==> src/rtl/mem_ctrl_pkg.sv <==
// Shared types and constants for the data-RAM port controller.
// Size encodings, FSM state enum, default RAM width, misalign helper.
package mem_ctrl_pkg;

    localparam int RAM_AW_DEF = 10;

    localparam logic [1:0] SIZE_B = 2'b00;
    localparam logic [1:0] SIZE_H = 2'b01;
    localparam logic [1:0] SIZE_W = 2'b10;

    typedef enum logic [1:0] {
        ST_IDLE,
        ST_ACCESS,
        ST_MERGE,
        ST_RESP
    } state_t;

    // Size 11 behaves as a word, so bit 1 alone marks word accesses.
    function automatic logic misaligned(
        input logic [1:0] size,
        input logic [1:0] off
    );
        return ((size == SIZE_H) && off[0]) ||
               (size[1] && (off != 2'b00));
    endfunction

endpackage

==> src/rtl/mem_lane_align.sv <==
// Byte-lane steering: store merge and load extract/extend.
// Ports: i_size, i_off, i_uns, i_old, i_wdata -> o_merged, o_load.
module mem_lane_align
    import mem_ctrl_pkg::*;
(
    input  logic [1:0]  i_size,
    input  logic [1:0]  i_off,
    input  logic        i_uns,
    input  logic [31:0] i_old,
    input  logic [15:0] i_wdata,
    output logic [31:0] o_merged,
    output logic [31:0] o_load
);

    logic [7:0]  w_b;
    logic [15:0] w_h;

    always_comb begin
        w_b      = i_old[{i_off, 3'b000} +: 8];
        w_h      = i_old[{i_off[1], 4'b0000} +: 16];
        o_merged = i_old;
        o_load   = i_old;
        unique case (1'b1)
            (i_size == SIZE_B): begin
                o_merged[{i_off, 3'b000} +: 8] = i_wdata[7:0];
                o_load = i_uns ? {24'd0, w_b}
                               : {{24{w_b[7]}}, w_b};
            end
            (i_size == SIZE_H): begin
                // Half lanes ignore i_off[0].
                o_merged[{i_off[1], 4'b0000} +: 16] = i_wdata;
                o_load = i_uns ? {16'd0, w_h}
                               : {{16{w_h[15]}}, w_h};
            end
            default: ;
        endcase
    end

endmodule

==> src/rtl/mem_port_ctrl.sv <==
// Shares one word-wide RAM between fetch and load/store ports.
// Ports: IF_*, LS_* requesters, RAM_* pins. Macro: MEM_CTRL_MISALIGN_TRAP_EN.
module mem_port_ctrl
    import mem_ctrl_pkg::*;
#(
    parameter int RAM_AW = RAM_AW_DEF
) (
    input  logic              CLK,
    input  logic              RST_N,
    input  logic              IF_REQ,
    input  logic [31:0]       IF_ADDR,
    output logic              IF_ACK,
    output logic [31:0]       IF_RDATA,
    input  logic              LS_REQ,
    input  logic              LS_WE,
    input  logic [1:0]        LS_SIZE,
    input  logic              LS_UNSIGNED,
    input  logic [31:0]       LS_ADDR,
    input  logic [31:0]       LS_WDATA,
    output logic              LS_ACK,
    output logic [31:0]       LS_RDATA,
    output logic              LS_ERR,
    output logic [RAM_AW-1:0] RAM_ADDRESS,
    output logic [31:0]       RAM_DATA_IN,
    output logic              RAM_WRITE_ENABLE,
    input  logic [31:0]       RAM_DATA_OUT
);

    state_t      r_state;
    logic        r_last_ls;
    logic        r_sel_ls;
    logic        r_we;
    logic [1:0]  r_size;
    logic        r_uns;
    logic [1:0]  r_off;
    logic [15:0] r_wdata;

    logic        w_grant_ls;
    logic        w_grant_if;
    logic [31:0] w_merged;
    logic [31:0] w_load;
    logic        w_unused;

    // On contention the side not granted last wins.
    assign w_grant_ls = LS_REQ && (!IF_REQ || !r_last_ls);
    assign w_grant_if = IF_REQ && !w_grant_ls;

    assign w_unused = ^{IF_ADDR[31:RAM_AW+2], IF_ADDR[1:0],
                        LS_ADDR[31:RAM_AW+2]};

    mem_lane_align u_align (
        .i_size   (r_size),
        .i_off    (r_off),
        .i_uns    (r_uns),
        .i_old    (RAM_DATA_OUT),
        .i_wdata  (r_wdata),
        .o_merged (w_merged),
        .o_load   (w_load)
    );

`ifndef MEM_CTRL_MISALIGN_TRAP_EN
    assign LS_ERR = 1'b0;
`endif

    always_ff @(posedge CLK or negedge RST_N) begin
        if (!RST_N) begin
            r_state          <= ST_IDLE;
            r_last_ls        <= 1'b0;
            r_sel_ls         <= 1'b0;
            r_we             <= 1'b0;
            r_size           <= SIZE_W;
            r_uns            <= 1'b0;
            r_off            <= 2'b00;
            r_wdata          <= 16'd0;
            IF_ACK           <= 1'b0;
            IF_RDATA         <= 32'd0;
            LS_ACK           <= 1'b0;
            LS_RDATA         <= 32'd0;
`ifdef MEM_CTRL_MISALIGN_TRAP_EN
            LS_ERR           <= 1'b0;
`endif
            RAM_ADDRESS      <= '0;
            RAM_DATA_IN      <= 32'd0;
            RAM_WRITE_ENABLE <= 1'b0;
        end else begin
            IF_ACK           <= 1'b0;
            LS_ACK           <= 1'b0;
            RAM_WRITE_ENABLE <= 1'b0;
`ifdef MEM_CTRL_MISALIGN_TRAP_EN
            LS_ERR           <= 1'b0;
`endif
            unique case (r_state)
                ST_IDLE: begin
                    if (w_grant_ls) begin
                        r_sel_ls  <= 1'b1;
                        r_last_ls <= 1'b1;
                        r_we      <= LS_WE;
                        r_size    <= LS_SIZE;
                        r_uns     <= LS_UNSIGNED;
                        r_off     <= LS_ADDR[1:0];
                        r_wdata   <= LS_WDATA[15:0];
`ifdef MEM_CTRL_MISALIGN_TRAP_EN
                        if (misaligned(LS_SIZE, LS_ADDR[1:0])) begin
                            LS_ACK   <= 1'b1;
                            LS_ERR   <= 1'b1;
                            LS_RDATA <= 32'd0;
                            r_state  <= ST_RESP;
                        end else
`endif
                        begin
                            RAM_ADDRESS <= LS_ADDR[RAM_AW+1:2];
                            RAM_DATA_IN <= LS_WDATA;
                            // Word stores write during ACCESS.
                            RAM_WRITE_ENABLE <= LS_WE && LS_SIZE[1];
                            r_state     <= ST_ACCESS;
                        end
                    end else if (w_grant_if) begin
                        r_sel_ls    <= 1'b0;
                        r_last_ls   <= 1'b0;
                        r_we        <= 1'b0;
                        r_size      <= SIZE_W;
                        r_uns       <= 1'b0;
                        r_off       <= 2'b00;
                        RAM_ADDRESS <= IF_ADDR[RAM_AW+1:2];
                        r_state     <= ST_ACCESS;
                    end
                end
                ST_ACCESS: begin
                    if (r_we && !r_size[1]) begin
                        RAM_DATA_IN      <= w_merged;
                        RAM_WRITE_ENABLE <= 1'b1;
                        r_state          <= ST_MERGE;
                    end else begin
                        if (r_sel_ls) begin
                            LS_ACK   <= 1'b1;
                            LS_RDATA <= r_we ? 32'd0 : w_load;
                        end else begin
                            IF_ACK   <= 1'b1;
                            IF_RDATA <= RAM_DATA_OUT;
                        end
                        r_state <= ST_RESP;
                    end
                end
                ST_MERGE: begin
                    LS_ACK   <= 1'b1;
                    LS_RDATA <= 32'd0;
                    r_state  <= ST_RESP;
                end
                ST_RESP: begin
                    r_state <= ST_IDLE;
                end
                default: r_state <= ST_IDLE;
            endcase
        end
    end

endmodule

==> config.mk <==
export PLATFORM = sky130hd
export DESIGN_NAME = mem_port_ctrl
export DESIGN_NICKNAME = d
export VERILOG_FILES = /design/src/rtl/mem_ctrl_pkg.sv /design/src/rtl/mem_lane_align.sv /design/src/rtl/mem_port_ctrl.sv
export SDC_FILE = /design/constraint.sdc
export NUM_CORES = 1
export LEC_CHECK = 0
export ABC_CLOCK_PERIOD_IN_PS = 4010
export CORE_MARGIN = 3
export CORE_UTILIZATION = 28
export DETAILED_ROUTE_END_ITERATION = 6
export PLACE_DENSITY_LB_ADDON = 0.15
export SYNTH_ARGS = -nofsm -noshare
export SYNTH_HDL_FRONTEND = slang
export SYNTH_SLANG_ARGS = --single-unit
==> constraint.sdc <==
create_clock -name CLK -period 4.01 [get_ports CLK]
set_clock_uncertainty 0.1 [all_clocks]
set_input_delay 0.802 -clock CLK [delete_from_list [all_inputs] [get_ports CLK]]
set_output_delay 0.802 -clock CLK [all_outputs]
set_load 0.005 [all_outputs]
==> results.txt, run 1 <==
----------------------------------------------------
[Status]
  Run status ... completed

[Placement]
  Pre-CTS setup slack ... 1.05 ns
  DP Wirelength ... 17,500 um
  Placed cell areas ... 9280 um^2
  Port Buffers ... 202
  Routability cong. ... 0.821

[Worst hold path]
  Worst min-delay path class ... input port to asynchronous set/reset pin

[Floorplanning]
  Width of the die ... 164 um
  Row Count ... 57
  Die area ... 27,000 um^2
  Vertical die dimension ... 164 um
  Core region area ... 24,500 um^2
  Number of placed I/O pins ... 246
  Initial standard-cell utilization of the core ... 28.7%

[Final layout]
  Area added between synthesis and finish ... 41.4%
  Antenna fix cells ... 0
  Final design instance area without fill ... 9920 um^2
  Fill count ... 2,391
  Net total in the final layout ... 988
  Layout cell share with drive strength beyond 1 ... 13.5%
  Utilization of the core after routing ... 40.5%

[Clocking]
  CTS max path bufs ... 2
  H-Tree Depth ... 4
  Number of buffers added by the clock tree synthesis step ... 17
  Total setup buffers inserted after CTS ... 0
  Register clock-pin slew on the reported worst setup and hold paths ... 0.06 ns
  Insertion delay to the later sink of the worst-skew pair ... 0.42 ns
  Clock tree sinks ... 134
  Hold Buf Count CTS ... 0
  TritonCTS clock tree ... done
  CTS Root Buffer Type ... clkbuf_16
  Quantity of gates resized following cts ... 0

[Power]
  PD cells ... 834 nW/um^2
  Part of the power in registers ... 29.3%
  Switching power as a share of total power ... 37.3%
  Leakage ... 4.17 nW
  Total internal power ... 5.19 mW
  Sw power ... 3.09 mW
  Largest vdd supply drop ... 0.356 mV
  Combinational power share ... 50.2%
  Fraction of power consumed by the clock network ... 20.5%

[Yosys]
  #FFs+latches synth ... 134
  Gate Count Post-Synth ... 662
  Syn_nets ... 806
  Post-synth top flop ... dfrtp_1
  Mean cell area of the mapped netlist ... 10.6 um^2
  Register area share after synthesis ... 47.8%
  Count of different cell masters after synthesis ... 53
  Total of warnings raised by yosys ... 0
  Post-synth top area cell ... dfrtp_1
  Most frequent cells after synthesis ... dfrtp_1, o21ai_0, nand2_1, nor2_1, mux2_2
  Fraction of post-synthesis cell area in the top cell type by area ... 47.5%
  Share of flip-flops with an asynchronous set or reset ... 100%
  Leading cell types by total area after synthesis ... dfrtp_1, mux2_2, o21ai_0
  Most instantiated library cell after synthesis ... dfrtp_1
  Number of enable-type register cells in the synthesized netlist ... 0
  Cell area after synthesis ... 7010 um^2

[Worst setup path]
  Critical Path End ... LS_RDATA[26]
  Reg-to-reg critical path endpoint ... LS_RDATA[26]
  Slowest cell on crit path ... nor2_1
  Sort of element at the end of the critical path ... flip-flop
  CP startpoint kind ... flip-flop
  WP data required ... 4.27 ns
  Critical path peak fanout ... 23
  Worst path max stage delay ... 1.00 ns
  Worst Reg2Reg Path Length in Cells ... 4
  CP cell instances ... buf_4, clkinv_1, nor2_1, a221o_1
  Critical Setup Path Class ... flip-flop to flip-flop
  Crit path DAT ... 2.99 ns
  R2R setup slack ... 1.28 ns
  Startpoint of the most critical setup path ... r_size[1]
  R2r startpoint ... r_size[1]

[Timing]
  Setup TNS after final layout ... 0 ns
  Final period demand of the worst path ... 2.73 ns
  Setup slack of the critical path after layout ... 1.28 ns
  Number of failing setup endpoints in the final timing report ... 0
  Final Hold Fails ... 0
  Max-slew headroom at the worst pin ... 20.0%
  Measured slew at the worst slew-check pin ... 1.19 ns
  Period Utilization, post-route ... 68.1%
  Setup repair after global routing missed its margin ... false
  Max-slew violation count ... 0
  Max Freq ... 0.366 GHz
  Final worst hold slack ... 0.278 ns

[Routing]
  Total wire length ... 25,100 um
  Number of iterations in the first detailed-routing pass ... 6
  Vias/cell ... 5.09
  Antenna Nets Post-Route ... 0
  DRC marker count from the first detailed-route iteration ... 448
  Average wire per cell in the routed design ... 21.3 um
  Number of remaining DRC errors ... 0
  Vias post-DR ... 6,013

[Flow run]
  Maximum Capacitance Violations ... 0

[Global route]
  Antenna violations before repair ... 1
  Remaining Overflow, GRT ... 0
  Via count of the first global-routing pass ... 6,010
  Pin count of the biggest net entering global routing ... 68
  Global router's overall resource usage ... 19.0%
  Global-route wire length before repair ... 38,500 um

----------------------------------------------------
[cells by family (layout without fill, tap and decap cells)]
logic type                 count (synthesis)  after routing  synth area share (%)
AOI/OAI and AO/OA                        210            210                  22.5
adders and majority gates                  8              8                  1.43
buffers and inverters                     81            276                  5.62
DFF                                      134            134                  47.8
muxes                                     64             64                  11.2
other                                      1              1                0.0535
and+or+nand+nor                          164            164                  11.3
[worst max-delay path: cells and delay by family, from the launching register on]
| family | cells | cell delay (ns) |
|---|---|---|
| flops | 1 | 0.58 |
| compound gates | 1 | 0.31 |
| simple gates | 1 | 1.00 |
| buf+inv | 2 | 0.67 |
[cell type report]
class                      instances  area [um^2]  area share [%]
sequential                       134         3350            33.8
multi-input combinational        447         3280            33.0
timing repair buffer             216         2140            21.6
clock buffer                      20          457            4.61
tap                              324          405            4.09
clock inverter                    12          176            1.78
inverter                          28          105            1.06
[through the flow]
| stage | instances | power [mW] |
|---|---|---|
| 2_1_floorplan | 662 | 4.83 |
| 3_3_place_gp | 1149 | 6.62 |
| 3_5_place_dp | 1149 | 6.65 |
| 4_1_cts | 1181 | 8.38 |
| 5_1_grt | 1181 | 8.88 |
| 6_report | 1181 | 8.27 |
[metal layers]
layer / GRT usage, % / vias up / share of wire [%] / wire length (um)
li1: - / 2795 / - / -
met1: 25.7 / 3000 / 45 / 11300
met2: 29.6 / 197 / 46 / 11700
met3: 5.93 / 19 / 7.0 / 1770
met4: 4.46 / 2 / 1.3 / 329
met5: 0 / - / 0.052 / 13
[worst min-delay path by stage]
stage	startpoint	depth (start not counted)	slack, ns	to
4_1_cts	RST_N	1	0.30	RAM_DATA_IN[22]
5_1_grt	RST_N	1	0.32	RAM_DATA_IN[22]
2_1_floorplan	RAM_ADDRESS[0]	2	0.37	RAM_ADDRESS[0]
3_3_place_gp	LS_RDATA[5]	1	0.36	LS_RDATA[5]
6_report	RST_N	1	0.28	RAM_DATA_IN[15]
3_5_place_dp	LS_RDATA[3]	1	0.37	LS_RDATA[3]
[power groups by stage]
stage | Clock, mW | Combinational [mW] | Sequential, mW
2_1_floorplan | 0 | 2.43 | 2.40
3_3_place_gp | 0 | 4.18 | 2.44
3_5_place_dp | 0 | 4.21 | 2.44
4_1_cts | 1.73 | 4.22 | 2.43
5_1_grt | 1.80 | 4.58 | 2.51
6_report | 1.69 | 4.16 | 2.42
[state kept, by name, summed over array words and instances, names as in the netlist]
name	cells
IF_ACK	1
IF_RDATA	32
LS_ACK	1
LS_RDATA	32
RAM_ADDRESS	10
RAM_DATA_IN	32
RAM_WRITE_ENABLE	1
r_off	2
r_sel_ls	1
r_size	2
r_state	2
r_uns	1
r_wdata	16
r_we	1
[layout by cell type, fill, tap and decap left out, drive strengths merged, types with 13 or more instances in the layout]
| cell type | count |
|---|---|
| nand2b | 17 |
| mux2 | 44 |
| inv | 27 |
| buf | 15 |
| a221o | 23 |
| o31ai | 28 |
| clkdlybuf4s50 | 201 |
| nor2 | 45 |
| mux2i | 13 |
| dfrtp | 133 |
| nand2 | 65 |
| a21o | 13 |
| a221oi | 26 |
| clkbuf | 20 |
| o21ai | 71 |
(Power assumes the default switching activity.)
==> run 2, diff against run 1 <==
ABC_CLOCK_PERIOD_IN_PS = 2600   (was 4010)
clock period = 2.6 ns   (was 4.01 ns; I/O delays follow)
==> run 2 against run 1 <==
Against the previous run: via count up 4.3%; largest power group unchanged; worst setup slack worse by 1.1 ns; maximum frequency up 15%; highest routed layer is now met4.
==> results.txt, run 2 (synthesis results as in run 1) <==
----------------------------------------------------
[Status]
  Run status ... completed

[Final layout]
  Layout cell share with drive strength beyond 1 ... 17.1%
  Net total in the final layout ... 1,025
  Antenna fix cells ... 0
  Largest regs ... IF_RDATA (32), LS_RDATA (32), RAM_DATA_IN (32)
  Commonest cells after routing, fill and taps aside ... clkdlybuf4s50_1, dfrtp_1, o21ai_0
  Final design instance area without fill ... 10,200 um^2
  Most common library cell in the layout ignoring fill and taps ... clkdlybuf4s50_1
  Area added between synthesis and finish ... 45.4%
  Cell Count, Final, Fillers Out ... 1,218

[Worst hold path]
  Worst min-delay path class ... flip-flop to flip-flop

[Global route]
  Antenna violations before repair ... 1
  Global-route wire length before repair ... 40,400 um
  Via count of the first global-routing pass ... 6,461
  Pin count of the biggest net entering global routing ... 48
  Remaining Overflow, GRT ... 0
  Global router's overall resource usage ... 19.9%

[Floorplanning]
  Row Count ... 57
  Number of placed I/O pins ... 246
  Die area ... 27,000 um^2
  Core region area ... 24,500 um^2
  Vertical die dimension ... 164 um
  Initial standard-cell utilization of the core ... 28.7%
  Width of the die ... 164 um

[Clocking]
  CTS max path bufs ... 2
  Clock tree sinks ... 134
  CTS Root Buffer Type ... clkbuf_16
  Register clock-pin slew on the reported worst setup and hold paths ... 0.06 ns
  H-Tree Depth ... 4
  TritonCTS clock tree ... done
  Insertion delay to the later sink of the worst-skew pair ... 0.42 ns
  Number of buffers added by the clock tree synthesis step ... 17

[Placement]
  Port Buffers ... 202
  Cell total after placement ... 1,185
  Pre-CTS setup slack ... 0.115 ns
  Routability cong. ... 0.894
  Placed cell areas ... 9590 um^2
  DP Wirelength ... 19,300 um

[Timing]
  Setup TNS after final layout ... 0 ns
  Final period demand of the worst path ... 2.38 ns
  Max Freq ... 0.420 GHz
  Period Utilization, post-route ... 91.5%
  Setup repair after global routing missed its margin ... false
  Final Hold Fails ... 0
  Measured slew at the worst slew-check pin ... 0.668 ns
  Setup slack of the critical path after layout ... 0.221 ns
  Max-slew violation count ... 0
  Number of failing setup endpoints in the final timing report ... 0
  Max-slew headroom at the worst pin ... 54.3%

[Routing]
  Number of iterations in the first detailed-routing pass ... 5
  Vias post-DR ... 6,270
  Antenna Nets Post-Route ... 0
  DRC marker count from the first detailed-route iteration ... 496
  Total wire length ... 26,500 um
  Number of remaining DRC errors ... 0
  Average wire per cell in the routed design ... 21.7 um
  Vias/cell ... 5.15

[Worst setup path]
  Critical Setup Path Class ... flip-flop to flip-flop
  CP startpoint kind ... flip-flop
  Sort of element at the end of the critical path ... flip-flop
  WP data required ... 2.87 ns
  Crit path DAT ... 2.65 ns
  Critical path peak fanout ... 12

[Power]
  Largest vdd supply drop ... 0.509 mV
  Overall Power ... 12.9 mW
  Leakage ... 4.36 nW
  PD cells ... 1270 nW/um^2

[Flow run]
  Maximum Capacitance Violations ... 0

----------------------------------------------------
[run 2: changes by cell type in the layout (fill, tap and decap cells not counted), sizes merged]
| cell | change |
|---|---|
| inv | +1 |
| buf | +36 |
| clkinvlp | -3 |
| dlygate4sd3 | +1 |
| clkinv | +4 |
| bufinv | -2 |
[run 2: area by class of cell]
type | instances | area [um^2]
Fill cell | 2390 | 14300
Sequential cell | 134 | 3350
Multi-Input combinational cell | 447 | 3280
Timing Repair Buffer | 253 | 2460
Clock buffer | 20 | 467
Tap cell | 324 | 405
Clock inverter | 12 | 126
Inverter | 28 | 105
[run 2: worst max-delay path, stage by stage (launching register included)]
cell and delay (ns):
dfstp_2 0.61, buf_4 0.23, nand2b_1 0.32, o22ai_1 0.13, a2111oi_0 0.63, buf_4 0.22
a21o_1 0.08
[run 2: where the power goes]
group          leakage, nW  total, mW  switching, mW  internal, mW
Sequential            1.65       3.76          0.651          3.11
Clock                0.292       2.45          0.964          1.48
Combinational         2.42       6.70           3.27          3.43
[run 2: repair_timing]
action	in CTS	in global routing
hold buffers	1	0
buffers inserted	0	0
hold endpoints to repair	42	0
gates resized for setup	0	0
[run 2: metal layers]
layer,vias to the layer above,global-route usage [%],wire (um)
li1,2871,-,-
met1,3185,27.5,12100
met2,189,30.3,12100
met3,25,5.55,1740
met4,0,6.15,479
met5,-,0,0
[run 2: path summary, 6_finish.rpt]
kind                             startpoint         endpoint  slack, ns  cells after the start
worst max-delay path              r_size[1]      LS_RDATA[3]       0.22                      6
worst min-delay path            LS_RDATA[3]      LS_RDATA[3]       0.38                      1
worst max register to register    r_size[1]      LS_RDATA[3]       0.22                      6
worst min register to register  LS_RDATA[3]      LS_RDATA[3]       0.38                      1
max in group asynchronous             RST_N        r_size[1]       1.22                      3
min in group asynchronous             RST_N  RAM_DATA_IN[15]       0.51                      2
[run 2: per-stage QoR]
step	hold slack [ns]	util, %
floorplan	0.124	-
CTS	0.386	41.7
detailed placement	0.364	39.2
global placement	0.361	39.2
finish	0.378	41.7
global route	0.402	41.7
